File: src/rtl/encoder_8_to_3_serial_pkg.sv
// Shared types for the serial 8-to-3 index encoder.
// The optional ENC_LSB_FIRST_EN build macro is consumed by priority_index_8.
package encoder_pkg;

    localparam int N = 8;
    localparam int W = 3;

    typedef enum logic {IDLE = 1'b0, EMIT = 1'b1} state_t;

    typedef logic [N-1:0] vec_t;
    typedef logic [W-1:0] idx_t;

endpackage

File: src/rtl/encoder_8_to_3_serial_priority_index_8.sv
// Combinational find-first-set over an 8-bit vector plus a popcount<=1 flag.
// Define ENC_LSB_FIRST_EN to pick the lowest set bit instead of the highest.
module priority_index_8
    import encoder_pkg::*;
(
    input  logic [7:0] i_vec,
    output logic [2:0] o_idx,
    output logic       o_one_hot_or_zero
);

    idx_t w_idx;

    always_comb begin
        w_idx = '0;
`ifdef ENC_LSB_FIRST_EN
        // Scan downward so the lowest set bit is the last one written.
        for (int i = N - 1; i >= 0; i--) begin
            if (i_vec[i]) w_idx = idx_t'(i);
        end
`else
        for (int i = 0; i < N; i++) begin
            if (i_vec[i]) w_idx = idx_t'(i);
        end
`endif
    end

    assign o_idx             = w_idx;
    assign o_one_hot_or_zero = ((i_vec & (i_vec - 8'd1)) == 8'd0);

endmodule

File: src/rtl/encoder_8_to_3_serial.sv
// Serialises a multi-hot request vector into one index per output handshake.
// Order is MSB-first by default; ENC_LSB_FIRST_EN selects ascending order.
module encoder_8_to_3_serial
    import encoder_pkg::*;
(
    input  logic       clk,
    input  logic       rst_n,
    input  logic       in_valid,
    output logic       in_ready,
    input  logic [7:0] in_vec,
    output logic       out_valid,
    input  logic       out_ready,
    output logic [2:0] out_idx,
    output logic       out_last,
    output logic       out_none
);

    state_t r_state;
    vec_t   r_pend;
    logic   r_zero_flag;

    idx_t   w_idx;
    logic   w_one_hot_or_zero;
    logic   w_emit;
    logic   w_last;

    priority_index_8 u_prio (
        .i_vec             (r_pend),
        .o_idx             (w_idx),
        .o_one_hot_or_zero (w_one_hot_or_zero)
    );

    // Outputs depend only on registered state, never on in_vec.
    assign w_emit    = (r_state == EMIT);
    assign w_last    = w_emit && (r_zero_flag || w_one_hot_or_zero);
    assign in_ready  = rst_n && (r_state == IDLE);
    assign out_valid = w_emit;
    assign out_idx   = (w_emit && !r_zero_flag) ? w_idx : '0;
    assign out_last  = w_last;
    assign out_none  = w_emit && r_zero_flag;

    always_ff @(posedge clk) begin
        if (!rst_n) begin
            r_state     <= IDLE;
            r_pend      <= '0;
            r_zero_flag <= 1'b0;
        end else begin
            case (r_state)
                IDLE: begin
                    if (in_valid) begin
                        r_pend      <= in_vec;
                        r_zero_flag <= (in_vec == 8'd0);
                        r_state     <= EMIT;
                    end
                end
                EMIT: begin
                    if (out_ready) begin
                        if (w_last) begin
                            r_state     <= IDLE;
                            r_pend      <= '0;
                            r_zero_flag <= 1'b0;
                        end else begin
                            r_pend[w_idx] <= 1'b0;
                        end
                    end
                end
                default: r_state <= IDLE;
            endcase
        end
    end

endmodule

File: config.mk
export PLATFORM = sky130hd
export DESIGN_NAME = encoder_8_to_3_serial
export DESIGN_NICKNAME = d
export VERILOG_FILES = /design/src/rtl/encoder_8_to_3_serial_pkg.sv /design/src/rtl/encoder_8_to_3_serial_priority_index_8.sv /design/src/rtl/encoder_8_to_3_serial.sv
export SDC_FILE = /design/constraint.sdc
export NUM_CORES = 1
export LEC_CHECK = 0
export ABC_AREA = 1
export CAP_MARGIN = 20
export CORE_AREA = 2 2 39 41
export DETAILED_ROUTE_END_ITERATION = 6
export DIE_AREA = 0 0 41 43
export DONT_BUFFER_PORTS = 1
export GPL_TIMING_DRIVEN = 0
export MAX_ROUTING_LAYER = met4
export PLACE_DENSITY = 0.72
export SYNTH_ARGS = -nofsm -noshare
export SYNTH_HDL_FRONTEND = slang
export SYNTH_SLANG_ARGS = --single-unit
File: constraint.sdc
create_clock -name clk -period 1.7 [get_ports clk]
set_input_delay 0.34 -clock clk [delete_from_list [all_inputs] [get_ports clk]]
set_output_delay 0.34 -clock clk [all_outputs]
set_load 0.01 [all_outputs]
; ---- Yosys cells after proc, flatten, opt, wreduce, memory -nomap -nowiden
; Index checks and enable logic that the tools add are counted.
; W data, S select, Z words.
[classes]
n_addsub = 1
order_cmp = 2
n_eq_ne = 3
muxes = 22
n_bitwise = 4
n_reduce_logical = 11
[op_table]
columns = op, count
row1 = $mux W8, 3
row2 = $and A8 B8 Y8, 2
row3 = $logic_not A8 Y1, 2
row4 = $pmux W8 S2, 1
row5 = $mux W3, 5
row6 = $mux W1, 8
row7 = $not A8 Y8, 1
row8 = $sub A8 B1 Y8 const B, 1
row9 = $ne A2 B2 Y1 const B, 3
row10 = $logic_and A1 B1 Y1, 5
row11 = $lt A3 B4 Y1 const B, 1
row12 = $mux W2, 2
row13 = $pmux W1 S2, 2
row14 = $demux W1 S3, 1
row15 = $ge A3 B1 Y1 const B, 1
row16 = $reduce_and A3 Y1, 1
row17 = $reduce_and A2 Y1, 1
row18 = $logic_not A1 Y1, 1
row19 = $logic_or A1 B1 Y1, 1
row20 = $not A1 Y1, 1
[word_totals]
regBits = 10
output_inout_bits = 7

; ---- Depth between registers and ports, before layout
; Gate-level depths: netlist of run 1.
[depth]
word_depth = 16
ltp_mapped = 11

; ---- Cells and area by module
; Synthesis of run 1 repeated with hierarchy kept, for this count alone.
[hier_totals]
hier_cells = 125
hier_area_um2 = 684.4
[by_module_without_submodules]
columns = module, n_inst, cells_each, area_per_inst_um2, seq_area_each_um2
row1 = encoder_8_to_3_serial, 1, 90, 546.8, 200.2
row2 = priority_index_8, 1, 35, 137.6, 0.0

; ---- Worst setup path before layout of run 1
; OpenSTA, ideal clock, no wires.
[synth_path]
kind = reg-to-output
startpoint = register r_state, in the netlist out_valid
endpoint = output port out_idx[1]
t_arrival_ps = 1095
required_time_ps = 1360
slack_ps = 265
stages_incl_launch_ff = 6
path_buffers = 1
path_cell_list = dfxtp_1 > buf_6 > inv_6 > nor2_1 > inv_1 > a21oi_1
[synth_via]
elab_chain_len = 2
[synth_lines]
columns = element, line_no
row1 = from (decl), encoder_8_to_3_serial.sv:18  ; state_t r_state;
row2 = from (signal assigned), encoder_8_to_3_serial.sv:44  ; r_state <= IDLE;
row3 = from (signal assigned), encoder_8_to_3_serial.sv:53  ; r_state <= EMIT;
row4 = from (signal assigned), encoder_8_to_3_serial.sv:59  ; r_state <= IDLE;
row5 = $logic_and A1 B1 Y1, encoder_8_to_3_serial.sv:38  ; assign out_idx = (w_emit && !r_zero_flag) ? w_idx : '0;
row6 = $mux W3, encoder_8_to_3_serial.sv:38
row7 = to (decl), encoder_8_to_3_serial.sv:13  ; output logic [2:0] out_idx,
; No other way between the ends.

; ---- Worst setup path in the final report of run 1
[layout_path]
startpoint = register r_state, in the netlist out_valid
endpoint = output port out_last
[layout_via]
elab_chain_len = 1
[layout_lines]
columns = element, line_no
row1 = $logic_and A1 B1 Y1, encoder_8_to_3_serial.sv:35  ; assign w_last = w_emit && (r_zero_flag || w_one_hot_or_zero);
row2 = to (decl), encoder_8_to_3_serial.sv:14  ; output logic out_last,
; No other way between the ends.

==> summary.md, run 1 <==
| Metric | Value |
|---|---|
| Outcome | `finished clean` |
| Post-synth top cells | `nand2_1 (36), inv_1 (20), nor2_1 (14)` |
| Final Util | `61.75%` |
| MaxCap Viol Count | `0` |
| Main synth FF type | `dfxtp_1` |
| Setup crit end | `out_last` |
| Vias in the first global route | `732` |
| DRT Pass-1 Iters | `4` |
| CP Data Arrival Time | `1.33 ns` |
| Largest net degree at the start of global routing | `10` |
| Leak pwr | `0.4194 nW` |
| Rows | `14` |
| # fillers | `135` |
| WL/cell | `12.31 um` |
| IO Count | `19` |
| Mean area per synthesized cell | `5.788 um2` |
| Clk buf depth | `2` |
| Final HPWL DP | `1400 um` |
| Post-Synthesis Cell Area | `758.2 um2` |
| PD cells | `934.7 nW/um2` |
| Combinational share of power | `41.4%` |
| FF-to-FF path depth | `8` |
| Starting Density | `54.79%` |
| EDFF count, synth | `0` |
| Worst min path class | `in2reg` |
| Via Count | `853` |
| GPL Wtd Cong | `0.8696` |
| Top cells by area, synth | `dfxtp_1 (26%), nand2_1 (18%), inv_1 (9.9%)` |
| Pwr Total | `0.7988 mW` |
| Post-synth top area share | `26.40%` |
| Clock Skew | `0.007078 ns` |
| # diodes | `0` |
| Final Hold Fails | `0` |
| RSZ-0062 raised after global routing | `yes` |
| Final net count | `151` |
| Die H | `43 um` |
| Netlist cell types | `22` |
| H-tree depth | `1` |
| Global-route usage over all layers | `23.94%` |
| Clk root buf | `clkbuf_4` |
| Sw frac | `42.02%` |
| First-pass GRT wire length | `2849 um` |
| Final min period | `1.672 ns` |
| Synth Net Count | `143` |
| Hold Buf Count CTS | `0` |
| Crit-path max FO | `6` |
| Worst EP required | `1.36 ns` |
| Total Routed Length | `1884 um` |
| Vias per inst | `5.575` |
| Final Setup Violations | `0` |
| Final critical-path share of the clock period | `98.35%` |
| Synth Instances | `131` |
| Buffers added on ports | `0` |
| Layout area overhead | `12.71%` |
| Share of layout cells above drive strength 1 | `18.98%` |
| Die Wd | `41 um` |
| Sequential area share after synthesis | `26.40%` |
| P_int | `0.4631 mW` |
| Highest clock rate | `0.5981 GHz` |
| FF-to-FF Start | `out_valid` |
| Sequential power share | `37.8%` |
| Worst skew pair latency | `0.27 ns` |
| CTS Buf Count | `3` |
| Reg clk slew, reported paths | `0.06 ns` |
| Drt drc | `0` |
| CTS tree | `yes` |
| Slew Limit Fails | `0` |
| Die area | `1763 um2` |
| RR Endpoint | `r_pend[5]` |
| Peak VDD IR | `0.4828 mV` |
| Clock group share of total power | `20.8%` |
| Grt ovf | `0` |
| Initial DRC count | `22` |
| Initial antenna violation count | `0` |
| Crit end category | `output port` |
| Final ANT Viol Nets | `0` |
| Clock sink count | `10` |
| Core area | `1384 um2` |
| Synth Warn # | `0` |
| Cell taking the most area after synthesis | `dfxtp_1` |
| R2R setup slack | `0.22 ns` |
| Hold_sp | `rst_n` |
| Worst slew pin tran | `0.2570 ns` |
| Placed cell areas | `778.2 um2` |
| Critical path class | `reg2out` |
| Seq cells post-synth | `10` |
| Final Cell Area | `854.6 um2` |
| P_sw | `0.3357 mW` |
| Startpoint Class | `register` |
| Worst rel slew slack | `82.74%` |
| CP startpoint | `out_valid` |
| Most common cell in the netlist | `nand2_1` |
| Async S/R FF share, synth | `0%` |
state kept, by name (all words and copies together) (netlist names):
name and flops:
out_valid 1, r_zero_flag 1, r_pend 8
cells by family (layout without fill, tap and decap cells):
family	Yosys count	in the layout	share of synthesized area [%]
AOI/OAI and AO/OA	25	25	17.99
buffers and inverters	25	31	14.03
DFF	10	10	26.40
and+or+nand+nor	71	71	41.58
layout make-up:
cell class                 instances  area [um2]  area share, %
multi-input combinational         96       473.0          55.34
sequential                        10       207.7          24.30
inverter                          24       97.59          11.42
clock buffer                       3       22.52          2.635
timing repair buffer               3       22.52          2.635
tap                               16       20.02          2.343
buffer                             1       11.26          1.318
critical path: stages (launching register included):
cell and delay (ns):
dfxtp_4 0.36, buf_6 0.12, inv_8 0.04, a21oi_2 0.09
nand2_1 0.07, nor2_2 0.15, nand3_4 0.12, nand2_4 0.12
how the worst min path moves through the flow:
stage	cells past startpoint	endpoint	slack, ns
after floorplan	2	out_valid	0.44
after global placement	2	out_valid	0.44
after detailed placement	2	out_valid	0.46
after CTS	2	out_valid	0.18
after global routing	2	out_valid	0.20
final	2	out_valid	0.18
per-stage QoR:
step,setup WS [ns],setup TNS [ns],hold slack (ns),cells
after floorplan,0.2653,0,0.4376,131
after global placement,0.1137,0,0.4438,147
after detailed placement,0.1055,0,0.4558,147
after CTS,0.01792,0,0.1828,151
after global routing,-0.02993,-0.02993,0.1963,153
final,0.02804,0,0.1813,153
per-layer routing:
metal	vias to the layer above	GRT usage (%)	routed length (um)
li1	435	-	-
met1	373	31.25	820
met2	40	35.00	885
met3	5	3.141	136
met4	0	12.00	41
met5	-	-	0
layout by cell type (no fill, tap or decap), types with 3 or more instances in the layout:
master / Yosys / final
nand3_1: 8 / 8
dfxtp_1: 10 / 8
o21ai_0: 9 / 9
nand2_1: 36 / 36
buf_4: 0 / 3
a21oi_1: 12 / 11
inv_1: 20 / 19
inv_2: 3 / 4
nor2_1: 14 / 12
nor2_2: 2 / 3
clkbuf_4: 0 / 3
repair_timing:
action	4_1_cts	5_1_grt
setup buffers	1	2
pin swaps	1	4
cloned	0	0
setup endpoints to repair	4	4
gates resized for setup	4	7
power by group through the flow:
stage	combinational (mW)	clock [mW]	sequential (mW)
after global routing	0.367	0.173	0.306
after CTS	0.310	0.160	0.300
final	0.331	0.166	0.302
after floorplan	0.246	0	0.294
after global placement	0.291	0	0.302
after detailed placement	0.294	0	0.303
Power figures use the tool's default switching activity.
==> run 2, diff against run 1 <==
==> constraint.sdc (replaced) <==
create_clock -name clk -period 1.7 [get_ports clk]
set_input_delay 0.255 -clock clk [delete_from_list [all_inputs] [get_ports clk]]
set_output_delay 0.255 -clock clk [all_outputs]
set_load 0.01 [all_outputs]
==> run 2 against run 1 <==
Against the previous run: first-iteration DRC count is 41% lower; maximum frequency is 1.2% higher; highest routed layer unchanged; sequential power about the same; critical path depth shrank 2; sequential share of layout area up 0.73 points; sequential cell count unchanged; clock skew hardly changed; combinational power decreased by 6.6%; global-route usage is 0.10 points lower; final cell count fell by 2.0%; via count is 4.7% lower.
==> summary.md, run 2 (synthesized netlist as in run 1, its figures left out) <==
| Metric | Value |
|---|---|
| Layout area overhead | `8.086%` |
| RSZ-0062 raised after global routing | `yes` |
| Clock sink count | `10 (unchanged)` |
| Final net count | `148 (-2.0%)` |
| # diodes | `0 (unchanged)` |
| Crit-path max FO | `5 (-1)` |
| Final min period | `1.652 ns (-0.02025 ns)` |
| Highest clock rate | `0.6054 GHz (+1.2%)` |
| CP startpoint | `r_pend[7]` |
| Hold Buf Count CTS | `0 (unchanged)` |
| CP max stage delay | `0.36 ns (about the same)` |
| Reg clk slew, reported paths | `0.07 ns (about the same)` |
| Clk root buf | `clkbuf_4` |
| Leak pwr | `0.4069 nW (-3.0%)` |
| Initial DRC count | `13 (-41%)` |
| R2R setup slack | `0.29 ns (+0.07 ns)` |
| FF-to-FF path depth | `9 (+1)` |
| Die area | `1763 um2 (unchanged)` |
| Final Hold Fails | `0 (unchanged)` |
| Crit end category | `output port` |
| CP Data Arrival Time | `1.40 ns (+0.07 ns)` |
| CTS tree | `yes` |
| WL/cell | `12.25 um (-0.49%)` |
| Crit path depth | `5 (-2)` |
| CP Cell Sequence | `nor2_1 -> inv_1 -> nand2_1 -> nand3_4 -> nand2_4` |
| Starting Density | `54.79% (unchanged)` |
| GPL Wtd Cong | `0.8696 (unchanged)` |
| Startpoint Class | `register` |
| Core area | `1384 um2 (unchanged)` |
| Most flops, register | `r_pend` |
| Slew Limit Fails | `0 (unchanged)` |
| IO Count | `19 (unchanged)` |
| Die Wd | `41 um (unchanged)` |
| Total Routed Length | `1838 um (-2.4%)` |
| RR Endpoint | `r_zero_flag` |
| Worst hold slack | `0.08426 ns (-0.09709 ns)` |
| Worst min path class | `in2reg` |
| Peak VDD IR | `0.4865 mV (+0.75%)` |
| Worst slew pin tran | `0.2579 ns (+0.0009074 ns)` |
| Worst skew pair latency | `0.28 ns (about the same)` |
| Grt ovf | `0 (unchanged)` |
| Final critical-path share of the clock period | `97.16% (-1.2 points)` |
| Vias per inst | `5.420 (-2.8%)` |
| Clk buf depth | `2 (unchanged)` |
| Drt drc | `0 (unchanged)` |
| Delay-heaviest family, CP | `simple AND/OR/NAND/NOR gates` |
| Critical path class | `reg2out` |
| Die H | `43 um (unchanged)` |
| Worst EP required | `1.44 ns (+0.08 ns)` |
| Clock Skew | `0.007535 ns (+0.0004574 ns)` |
| Setup crit end | `out_last` |
| Outcome | `finished clean` |
| Final worst setup slack | `0.04828 ns (+0.02025 ns)` |
| Critical path buffers and inverters | `1 (-1)` |
| PD cells | `951.6 nW/um2 (+1.8%)` |
| Worst rel slew slack | `82.74% (about the same)` |
| MaxCap Viol Count | `0 (unchanged)` |
| First-pass GRT wire length | `2835 um (-0.49%)` |
| Vias in the first global route | `729 (-0.41%)` |
| Max FFs per register | `8 (unchanged)` |
| DRT Pass-1 Iters | `4 (unchanged)` |
| CTS Buf Count | `3 (unchanged)` |
| Rows | `14 (unchanged)` |
| Final Setup Violations | `0 (unchanged)` |
| Buffers added on ports | `0 (unchanged)` |
| Commonest non-fill, non-tap cell in the layout | `nand2_1` |
| Dpl ws | `0.1905 ns (+0.08500 ns)` |
| Most frequent cells in the layout | `nand2_1 (36), inv_1 (20), nor2_1 (13)` |
| Initial antenna violation count | `0 (unchanged)` |
| Global-route usage over all layers | `23.83% (-0.10 points)` |
| FF-to-FF Start | `r_pend[7]` |
| Largest net degree at the start of global routing | `11 (+1)` |
| Share of layout cells above drive strength 1 | `14.93% (-4.1 points)` |
| Final ANT Viol Nets | `0 (unchanged)` |
| Via Count | `813 (-4.7%)` |
| Final HPWL DP | `1400 um (unchanged)` |
| Critical-path top delay cell | `dfxtp_1` |
| Hold path cells | `2 (unchanged)` |
| H-tree depth | `1 (unchanged)` |
-- run 2: routing by layer --
layer	global-route usage, %	vias to the layer above	part of all wire (%)
met5	-	-	0
met4	12.00	0	2.0
met3	3.141	7	4.5
met2	35.00	22	46
met1	30.92	359	47
li1	-	425	-
-- run 2: how the worst min path moves through the flow --
stage / start / to
6_report: rst_n / out_valid
2_1_floorplan: rst_n / out_valid
5_1_grt: rst_n / out_valid
3_3_place_gp: rst_n / out_valid
4_1_cts: rst_n / out_valid
3_5_place_dp: rst_n / out_valid
-- run 2: layout make-up --
cell class	count	area [um2]
multi-input combinational	96	461.7
clock buffer	3	22.52
buffer	1	15.01
inverter	24	95.09
tap	16	20.02
fill	144	564.3
sequential	10	205.2
-- run 2: repair_timing --
item | 4_1_cts | 5_1_grt
gates resized for setup | 2 | 4
buffers inserted | 0 | 0
pin swaps | 0 | 1
endpoints found under the setup margin | 3 | 3
-- run 2: per-stage QoR --
stage	utilization (%)	setup TNS, ns	instances	power [mW]	cell area [um2]
after floorplan	-	0	131	0.5400	758.2
after global routing	59.22	-0.03821	150	0.8228	819.5
after detailed placement	56.24	0	147	0.5971	778.2
after CTS	58.14	0	150	0.7561	804.5
final	59.22	0	150	0.7798	819.5
after global placement	56.24	0	147	0.5932	778.2
-- run 2: power by group --
part / internal [mW] / leakage [nW] / total [mW] / switching (mW)
clock network: 0.0821 / 0.0138 / 0.170 / 0.0877
registers: 0.266 / 0.0837 / 0.301 / 0.0353
logic: 0.102 / 0.309 / 0.309 / 0.207
total: 0.450 / 0.407 / 0.780 / 0.330
==> run 3, diff against run 2 <==
--- a/config.mk
+++ b/config.mk
@@ -5,15 +5,16 @@
 export SDC_FILE = /design/constraint.sdc
 export NUM_CORES = 1
 export LEC_CHECK = 0
-export ABC_AREA = 1
+export ABC_AREA = 0
 export CAP_MARGIN = 20
 export CORE_AREA = 2 2 39 41
 export DETAILED_ROUTE_END_ITERATION = 6
 export DIE_AREA = 0 0 41 43
 export DONT_BUFFER_PORTS = 1
 export GPL_TIMING_DRIVEN = 0
+export HOLD_SLACK_MARGIN = 0.1
 export MAX_ROUTING_LAYER = met4
-export PLACE_DENSITY = 0.72
 export SYNTH_ARGS = -nofsm -noshare
 export SYNTH_HDL_FRONTEND = slang
+export SYNTH_HIERARCHICAL = 1
 export SYNTH_SLANG_ARGS = --single-unit
==> run 3 against run 2 <==
Against the previous run: the run now ends with negative setup slack left; register-to-register slack lost 0.31 ns; setup slack lost 0.19 ns; sequential cell count is the same; die area is the same.
==> summary.md, run 3 <==
| Metric | Value |
|---|---|
| Outcome | `finished with violations` |
| Failing checks | `negative setup slack` |
| Placed insts | `105 (-29%)` |
| RSZ-0062 raised after global routing | `yes` |
| Largest net degree at the start of global routing | `11 (unchanged)` |
| Final critical-path share of the clock period | `108.1% (+11 points)` |
| FF-to-FF Start | `r_pend[2]` |
| Synth Net Count | `101 (-29%)` |
| Share of layout cells above drive strength 1 | `18.09% (+3.2 points)` |
| # diodes | `0 (unchanged)` |
| Post-synth top cells | `o21ai_0 (17), a21oi_1 (12), a211oi_1 (10), dfxtp_1 (10), nor2_1 (6)` |
| Max FFs per register | `8 (unchanged)` |
| Grt ovf | `0 (unchanged)` |
| Mean area per synthesized cell | `7.465 um2 (+29%)` |
| Starting Density | `48.01% (-6.8 points)` |
| Global-route usage over all layers | `24.59% (+0.75 points)` |
| CP max stage delay | `0.37 ns (about the same)` |
| Critical path class | `reg2out` |
| WHS Endpoint | `r_zero_flag` |
| Fin Setup TNS | `-0.1685 ns (-0.1685 ns)` |
| Leak pwr | `0.2479 nW (-39%)` |
| Reg clk slew, reported paths | `0.08 ns (about the same)` |
| Commonest non-fill, non-tap cell in the layout | `o21ai_0` |
| Post-synth top area share | `30.13% (+3.7 points)` |
| RR Endpoint | `r_pend[3]` |
| Synth Instances | `89 (-32%)` |
| Storage element area | `211.5 um2 (+3.0%)` |
| R2R setup slack | `-0.02 ns (-0.31 ns)` |
| Buffers added on ports | `0 (unchanged)` |
| Rows | `14 (unchanged)` |
| Synth Warn # | `6 (+6)` |
| DRT Pass-1 Iters | `4 (unchanged)` |
| Netlist cell types | `24 (+9.1%)` |
| Startpoint Class | `register` |
| Vias per inst | `6.255 (+15%)` |
| Async S/R FF share, synth | `0% (unchanged)` |
| Drt drc | `0 (unchanged)` |
| Slew Limit Fails | `0 (unchanged)` |
| EDFF count, synth | `0 (unchanged)` |
| Peak VDD IR | `0.3784 mV (-22%)` |
| IO Count | `19 (unchanged)` |
| Initial antenna violation count | `0 (unchanged)` |
| Total Routed Length | `1762 um (-4.1%)` |
| Most flops, register | `r_pend` |
| Clk root buf | `clkbuf_4` |
| Finished Layout Cells | `110 (-27%)` |
| Final Util | `54.25% (-5.0 points)` |
| Post-Synthesis Cell Area | `664.4 um2 (-12%)` |
| Die Wd | `41 um (unchanged)` |
| # fillers | `147 (+2.1%)` |
| Most common cell in the netlist | `o21ai_0` |
| Main synth FF type | `dfxtp_1` |
| Clock sink count | `10 (unchanged)` |
| Final ANT Viol Nets | `0 (unchanged)` |
| FF-to-FF path depth | `7 (-2)` |
| Multi-input logic area | `454.2 um2 (-1.6%)` |
| Worst rel slew slack | `78.23% (-4.5 points)` |
| Seq cells post-synth | `10 (unchanged)` |
| CP Cell Sequence | `nor4_4 -> o21ai_1 -> a21oi_1 -> a21o_1 -> o21a_1` |
| Clock Skew | `0.005339 ns (-0.002196 ns)` |
| Clk buf depth | `2 (unchanged)` |
| Final worst setup slack | `-0.1380 ns (-0.1863 ns)` |
| WL/cell | `16.02 um (+31%)` |
| Worst min path class | `in2reg` |
| H-tree depth | `1 (unchanged)` |
| Sequential area share after synthesis | `30.13% (+3.7 points)` |
| Core area | `1384 um2 (unchanged)` |
| Critical-path top delay cell | `dfxtp_2` |
| Vias in the first global route | `626 (-14%)` |
| Cell taking the most area after synthesis | `dfxtp_1` |
| Crit end category | `output port` |
| Hold_sp | `rst_n` |
| Final Hold Fails | `0 (unchanged)` |
| Most frequent cells in the layout | `o21ai_0 (13), a21oi_1 (12), a211oi_1 (9)` |
| Worst EP required | `1.44 ns (about the same)` |
| Worst slew pin tran | `0.3260 ns (+0.06815 ns)` |
| Via Count | `688 (-15%)` |
| Initial DRC count | `8 (-5)` |
| Crit-path max FO | `6 (+1)` |
| Highest clock rate | `0.5441 GHz (-10%)` |
| Layout area overhead | `12.99%` |
| Hold path cells | `2 (unchanged)` |
| PD cells | `889.3 nW/um2 (-6.5%)` |
| Final HPWL DP | `1247 um (-11%)` |
| CP startpoint | `r_pend[2]` |
| CTS tree | `yes` |
| MaxCap Viol Count | `0 (unchanged)` |
| CTS Buf Count | `3 (unchanged)` |
| Top cells by area, synth | `dfxtp_1 (30%), o21ai_0 (13%), a211oi_1 (11%)` |
| Final min period | `1.838 ns (+0.1863 ns)` |
| Die H | `43 um (unchanged)` |
| Die area | `1763 um2 (unchanged)` |
| GPL Wtd Cong | `0.8784 (+1.0%)` |
| First-pass GRT wire length | `2835 um (unchanged)` |
| Final net count | `107 (-28%)` |
| Worst skew pair latency | `0.28 ns (about the same)` |
| CP Data Arrival Time | `1.58 ns (+0.18 ns)` |
| Final Setup Violations | `3 (+3)` |
run 3: changes by cell type in the layout (fill, tap and decap cells not counted), moves of 3 or more:
cell,delta
a211oi_1,+9
and2_1,+3
dfxtp_1,-3
inv_1,-18
inv_2,-3
nand2_1,-31
nand2b_1,+4
nand3_1,-7
nor2_1,-7
nor2_2,-3
o21ai_0,+4
o21ai_1,+5
run 3: logic make-up after synthesis:
family / count (synthesis) / synth area share (%)
and+or+nand+nor: 28 / 26.37
DFF: 10 / 30.13
buffers and inverters: 5 / 3.201
AOI/OAI and AO/OA: 46 / 40.30
run 3: stage by stage:
stage	total power, mW	hold slack (ns)	setup WS, ns	cell area [um2]
CTS	0.6510	0.1464	-0.1031	740.7
global placement	0.4199	0.4163	-0.04356	684.4
detailed placement	0.4242	0.4328	-0.09713	684.4
floorplan	0.3936	0.4092	0.1758	664.4
finish	0.6676	0.1334	-0.1380	750.7
global route	0.6982	0.1693	-0.2393	750.7
run 3: where the power goes:
group,internal [mW],switching [mW],total (mW),leakage (nW)
logic,0.0676,0.0946,0.162,0.142
registers,0.248,0.0264,0.275,0.0845
clock network,0.131,0.100,0.231,0.0210
total,0.446,0.221,0.668,0.248
run 3: layer usage:
| layer | vias up | routed length [um] | track usage [%] |
|---|---|---|---|
| met5 | - | 0 | - |
| met4 | 0 | 27 | 10.00 |
| met3 | 3 | 67 | 5.759 |
| met2 | 16 | 819 | 35.00 |
| met1 | 328 | 849 | 32.57 |
| li1 | 341 | - | - |
run 3: critical path, delay by kind of cell, from the launching register on:
family | cells | cell delay, ns
AND/OR/NAND/NOR | 1 | 0.29
flip-flops | 1 | 0.37
AO/OA/AOI/OAI | 4 | 0.64
run 3: timing repair:
item / CTS / global route
pin swaps: 0 / 2
hold buffers: 0 / 0
setup buffers: 0 / 1
gates resized for setup: 9 / 5
setup endpoints to repair: 10 / 10
run 3: worst max path at each step:
stage / end / slack [ns] / cells after the start
after floorplan: r_pend[1] / 0.18 / 7
after global placement: r_pend[3] / -0.04 / 7
after detailed placement: r_pend[3] / -0.1 / 7
after CTS: out_last / -0.10 / 5
after global routing: out_last / -0.24 / 5
final: out_last / -0.14 / 5
run 3: layout make-up:
type | instances | share of cell area [%]
buffer | 2 | 1.333
multi-input combinational | 74 | 60.50
timing repair buffer | 1 | 1.000
tap | 16 | 2.667
clock buffer | 4 | 4.833
sequential | 10 | 28.17
inverter | 3 | 1.500
